## src/rtl/alu_result_stage.sv

```systemverilog
// Registered output stage behind the ALU: a 2-entry skid FIFO of {result, flags, tag}
// plus a status register (last flags, sticky overflow, saturating retired-op count).
module alu_result_stage #(
  parameter int BUS_WIDTH = 32,
  parameter int TAG_WIDTH = 5,
  parameter int CNT_WIDTH = 16
) (
  input  logic                 clk,
  input  logic                 rst,
  input  logic                 in_valid,
  output logic                 in_ready,
  input  logic [3:0]           in_opcode,
  input  logic [BUS_WIDTH-1:0] in_result,
  input  logic                 in_over,
  input  logic                 in_zero,
  input  logic                 in_greater,
  input  logic                 in_equal,
  input  logic [TAG_WIDTH-1:0] in_tag,
  output logic                 out_valid,
  input  logic                 out_ready,
  output logic [BUS_WIDTH-1:0] out_result,
  output logic [3:0]           out_flags,
  output logic [TAG_WIDTH-1:0] out_tag,
  output logic [3:0]           stat_flags,
  output logic                 stat_sticky_ovf,
  output logic [CNT_WIDTH-1:0] stat_count,
  input  logic                 flag_clr
);

  localparam logic [3:0] OP_ADD = 4'b0001;
  localparam logic [3:0] OP_SUB = 4'b0010;
  localparam logic [3:0] OP_XOR = 4'b0011;
  localparam logic [3:0] OP_AND = 4'b0100;
  localparam logic [3:0] OP_OR  = 4'b1000;

  localparam logic [CNT_WIDTH-1:0] CNT_ONE = {{(CNT_WIDTH-1){1'b0}}, 1'b1};

  // Head entry drives the outputs directly; the skid entry only fills under back-pressure.
  logic [1:0]           occ_reg;
  logic [BUS_WIDTH-1:0] head_result_reg, skid_result_reg;
  logic [3:0]           head_flags_reg, skid_flags_reg;
  logic [TAG_WIDTH-1:0] head_tag_reg, skid_tag_reg;

  logic [3:0]           stat_flags_reg;
  logic                 stat_sticky_reg;
  logic [CNT_WIDTH-1:0] stat_count_reg;

  logic       is_real_op;
  logic       over_masked;
  logic [3:0] entry_flags;
  logic       accept;
  logic       push;
  logic       pop;

  always_comb begin
    is_real_op = 1'b0;
    case (in_opcode)
      OP_ADD, OP_SUB, OP_XOR, OP_AND, OP_OR: is_real_op = 1'b1;
      default:                               is_real_op = 1'b0;
    endcase
  end

  assign over_masked = in_over & ((in_opcode == OP_ADD) | (in_opcode == OP_SUB));
  assign entry_flags = {over_masked, in_zero, in_greater, in_equal};

  assign in_ready  = ~rst & (occ_reg != 2'd2);
  assign out_valid = (occ_reg != 2'd0);
  assign accept    = in_valid & in_ready;
  assign push      = accept & is_real_op;
  assign pop       = out_valid & out_ready;

  always_ff @(posedge clk) begin
    if (rst) begin
      occ_reg         <= 2'd0;
      head_result_reg <= '0;
      head_flags_reg  <= '0;
      head_tag_reg    <= '0;
      skid_result_reg <= '0;
      skid_flags_reg  <= '0;
      skid_tag_reg    <= '0;
    end else begin
      case (occ_reg)
        2'd0: begin
          if (push) begin
            head_result_reg <= in_result;
            head_flags_reg  <= entry_flags;
            head_tag_reg    <= in_tag;
            occ_reg         <= 2'd1;
          end
        end
        2'd1: begin
          if (push && pop) begin
            head_result_reg <= in_result;
            head_flags_reg  <= entry_flags;
            head_tag_reg    <= in_tag;
          end else if (push) begin
            skid_result_reg <= in_result;
            skid_flags_reg  <= entry_flags;
            skid_tag_reg    <= in_tag;
            occ_reg         <= 2'd2;
          end else if (pop) begin
            occ_reg <= 2'd0;
          end
        end
        2'd2: begin
          if (pop) begin
            head_result_reg <= skid_result_reg;
            head_flags_reg  <= skid_flags_reg;
            head_tag_reg    <= skid_tag_reg;
            occ_reg         <= 2'd1;
          end
        end
        default: occ_reg <= 2'd0;
      endcase
    end
  end

  // Status tracks accepts, not pops, so branch logic sees flags without waiting on writeback.
  always_ff @(posedge clk) begin
    if (rst) begin
      stat_flags_reg  <= '0;
      stat_sticky_reg <= 1'b0;
      stat_count_reg  <= '0;
    end else begin
      if (push) begin
        stat_flags_reg <= entry_flags;
        if (stat_count_reg != {CNT_WIDTH{1'b1}})
          stat_count_reg <= stat_count_reg + CNT_ONE;
      end
      if (push && over_masked)
        stat_sticky_reg <= 1'b1;
      else if (flag_clr)
        stat_sticky_reg <= 1'b0;
    end
  end

  assign out_result      = head_result_reg;
  assign out_flags       = head_flags_reg;
  assign out_tag         = head_tag_reg;
  assign stat_flags      = stat_flags_reg;
  assign stat_sticky_ovf = stat_sticky_reg;
  assign stat_count      = stat_count_reg;

endmodule

```

## config.mk

```make
export PLATFORM = sky130hd
export DESIGN_NAME = alu_result_stage
export DESIGN_NICKNAME = d
export VERILOG_FILES = /design/src/rtl/alu_result_stage.sv
export SDC_FILE = /design/constraint.sdc
export NUM_CORES = 1
export LEC_CHECK = 0
export CAP_MARGIN = 25
export CELL_PAD_IN_SITES_DETAIL_PLACEMENT = 1
export CELL_PAD_IN_SITES_GLOBAL_PLACEMENT = 1
export CORE_ASPECT_RATIO = 1.1
export CORE_UTILIZATION = 37
export DETAILED_ROUTE_END_ITERATION = 6
export GPL_TIMING_DRIVEN = 0
export PLACE_DENSITY = 0.88
export SYNTH_ARGS = -nofsm -noshare
export SYNTH_HDL_FRONTEND = slang
export SYNTH_SLANG_ARGS = --single-unit
```

## constraint.sdc

```tcl
create_clock -name clk -period 4.5 [get_ports clk]
set_input_delay 1.35 -clock clk [delete_from_list [all_inputs] [get_ports clk]]
set_output_delay 1.35 -clock clk [all_outputs]
set_load 0.005 [all_outputs]
```

==> results.md <==
### Run status
- **run status** finished clean

### Floorplanning
- **floorplan row count** 40
- **ports placed on the boundary** 114
- **Starting Density** 38.7%
- **Die Height** 115 um
- **placeable core region** 11,100 um^2
- **die area** 12,100 um^2
- **die width** 105 um

### Global route
- **overall global routing resource usage** 23.9%
- **most crowded layer after global routing** met2
- **antenna violations before repair** 0
- **remaining global-route overflow** 0
- **met3 capacity usage during global routing** 4.31%
- **number of global-route vias before repair** 4,645
- **fraction of met2 tracks used by global routing** 44.4%
- **fraction of met1 tracks used by global routing** 27.1%
- **largest net degree at the start of global routing** 19
- **global-route wire length before repair** 22,700 um

### Setup path
- **Data required, critical path** 3.15 ns
- **Setup CP Type** in2out
- **critical-path maximum fanout** 10
- **Crit. End Element** output port
- **highest cell delay on the worst timing path** 0.52 ns
- **slowest stage cell on the critical path** sky130_fd_sc_hd__clkdlybuf4s50_1
- **CP arrival** 3.10 ns
- **Worst Setup Start Kind** primary input
- **sequence of cells on the critical path** clkdlybuf4s50_1 > clkbuf_4 > clkbuf_4 > clkbuf_8 > nor2_1 > clkdlybuf4s50_1

### Detailed routing
- **count of routing violations after the opening detailed-route iteration** 177
- **number of vias after detailed routing** 4,423
- **total wire length after detailed routing** 13,900 um
- **detail-routed net length per standard cell** 16.9 um
- **count of unresolved DRC violations after routing** 0
- **number of iterations in the first detailed-routing pass** 4
- **via density per instance** 5.37
- **antenna violation net count after detailed routing** 0

### Timing
- **final critical-path setup slack** 0.0548 ns
- **final critical-path share of the clock period** 98.8%
- **worst hold-check slack** 0.460 ns
- **final setup violation count** 0
- **unrepaired setup endpoints after global routing** false
- **Hold Vio Cnt, Final** 0
- **Max-slew headroom** 34.1%
- **Worst Max-Slew Pin Slew** 0.980 ns
- **number of max-slew violations in the final report** 0
- **shortest period the worst path allows** 4.45 ns
- **FMAX** 225 MHz
- **skew final** 0.00963 ns
- **final total negative setup slack** 0 ns

### Logic synthesis
- **top area cells in the synthesized netlist** sky130_fd_sc_hd__dfxtp_1 (49%), sky130_fd_sc_hd__nand2_1 (15%), sky130_fd_sc_hd__a311oi_1 (8.4%)
- **cell area after synthesis** 4300 um^2
- **Mean Syn Cell Area** 7.86 um^2
- **total number of yosys warnings** 0
- **syn_nets** 598
- **area leader, netlist** sky130_fd_sc_hd__dfxtp_1
- **instance count of the mapped netlist** 547
- **distinct cell type count after synthesis** 31
- **portion of synthesized cell area occupied by the leading cell type** 48.9%
- **sequential-to-total area share from yosys stat** 48.9%
- **Synth Register Bits** 105

### Power
- **largest vdd supply drop** 0.000227 V
- **leakage dissipation** 0.00201 uW
- **power density over the cells** 327 nW/um^2

### Clock tree
- **master cell of the clock root buffer** sky130_fd_sc_hd__clkbuf_16
- **clock tree from TritonCTS** yes
- **hold buffer count at CTS** 0
- **total number of H-tree levels** 3
- **clk slew on worst S/H paths** 0.07 ns
- **maximum buffer depth of the clock tree** 2
- **number of setup buffers added after CTS** 0
- **number of buffers inserted during clock tree synthesis** 9
- **number of clock sinks** 105
- **Resize count post-CTS** 7
- **Clock Latency Late Sink** 0.34 ns

### Layout
- **footprint of the multi-input gates** 2030 um^2
- **share of post-route cells with drive strength above 1** 4.73%
- **Reg area** 2100 um^2
- **n_diodes** 0
- **area growth from synthesis to layout** 38.0%
- **Layout fillers** 1,367
- **total number of nets in the final design** 722
- **share of the core filled with cells in the final layout** 53.4%

### Worst hold path
- **Tightest Hold Check Type** reg2reg

### Place
- **gpl congestion** 0.866
- **pre-CTS WS** -0.768 ns
- **HPWL reported at the end of detailed placement** 10,200 um
- **quantity of I/O buffers inserted on ports** 113

### Flow run
- **total of max-cap violations** 0

worst paths after layout:
check / start / end / slack (ns) / cells after the start
worst max-delay path: rst / in_ready / 0.05 / 6
worst min register to register: skid_tag_reg[3]$_SDFFE_PP0P_ / skid_tag_reg[3]$_SDFFE_PP0P_ / 0.46 / 2
worst max register to register: occ_reg[1]$_SDFFE_PP0P_ / stat_count[10]$_SDFFE_PP0P_ / 2.22 / 7
worst min-delay path: skid_tag_reg[3]$_SDFFE_PP0P_ / skid_tag_reg[3]$_SDFFE_PP0P_ / 0.46 / 2
critical path, delay by kind of cell:
| family | cells | cell delay [ns] |
|---|---|---|
| AND/OR/NAND/NOR | 1 | 0.06 |
| buffers and inverters | 5 | 1.68 |
per-layer routing:
layer | vias up | wire length [um]
met1 | 2150 | 5780
met2 | 117 | 7210
met3 | 24 | 555
met4 | 0 | 335
li1 | 2132 | -
met5 | - | 0
cell usage in the layout (no fill, tap or decap), types with 4 or more instances in the layout:
master,Yosys,layout
sky130_fd_sc_hd__nand2b_1,5,5
sky130_fd_sc_hd__clkbuf_1,35,32
sky130_fd_sc_hd__a311oi_1,41,41
sky130_fd_sc_hd__inv_1,4,4
sky130_fd_sc_hd__o21ai_0,8,8
sky130_fd_sc_hd__or3_1,7,7
sky130_fd_sc_hd__clkdlybuf4s50_1,0,113
sky130_fd_sc_hd__a21oi_1,56,56
sky130_fd_sc_hd__clkbuf_16,0,9
sky130_fd_sc_hd__mux2_2,4,4
sky130_fd_sc_hd__nand4_1,5,5
sky130_fd_sc_hd__nand3_1,7,7
sky130_fd_sc_hd__nor2_1,59,59
sky130_fd_sc_hd__nand2_1,170,170
sky130_fd_sc_hd__or4_1,4,4
sky130_fd_sc_hd__mux2i_1,5,5
sky130_fd_sc_hd__dfxtp_1,105,105
sky130_fd_sc_hd__nor2b_1,4,4
sky130_fd_sc_hd__buf_2,5,5
power by group:
part           internal (uW)  switching [uW]
sequential               951            13.6
clock                    415             362
combinational            105            91.1
total                   1470             467
cells in the mapped netlist, drive strengths merged:
cell	n
nor3	1
xor2	3
inv	4
xnor2	1
o31ai	3
nand3b	2
or3	7
nand4	5
and4b	1
a21oi	56
a311oi	41
mux2i	5
nor2b	4
clkbuf	35
nand2	170
mux2	4
and2	1
a31oi	1
nor2	59
or4	4
o21ai	8
o41ai	1
nand2b	5
ha	1
dfxtp	105
buf	5
and4	2
nand3	7
and3	2
or2	3
nor4	1
layout make-up:
class	instances	area share, %
Clock buffer	11	4.26
Tap cell	147	3.10
Clock inverter	5	0.781
Inverter	4	0.253
Multi-Input combinational cell	398	34.2
Timing Repair Buffer	113	19.1
Sequential cell	105	35.4
Buffer	40	2.93
per-stage QoR:
step	instances	cell area, um^2	power, uW
after CTS	823	5930	1960
final	823	5930	1940
after global routing	823	5930	2020
after detailed placement	807	5610	1180
after floorplan	547	4300	1060
after global placement	807	5610	1170
logic make-up (layout without fill, tap and decap cells):
kind of cell    Yosys count  after routing  synth area share, %
compound gates          110            110                 17.1
fa+ha+maj                 1              1                0.291
xor+xnor                  4              4                0.815
simple gates            274            274                 26.7
mux                       9              9                 2.21
buf+inv                  44            173                 3.99
flops                   105            105                 48.9
Note: power is estimated with default switching activity, not from simulation.
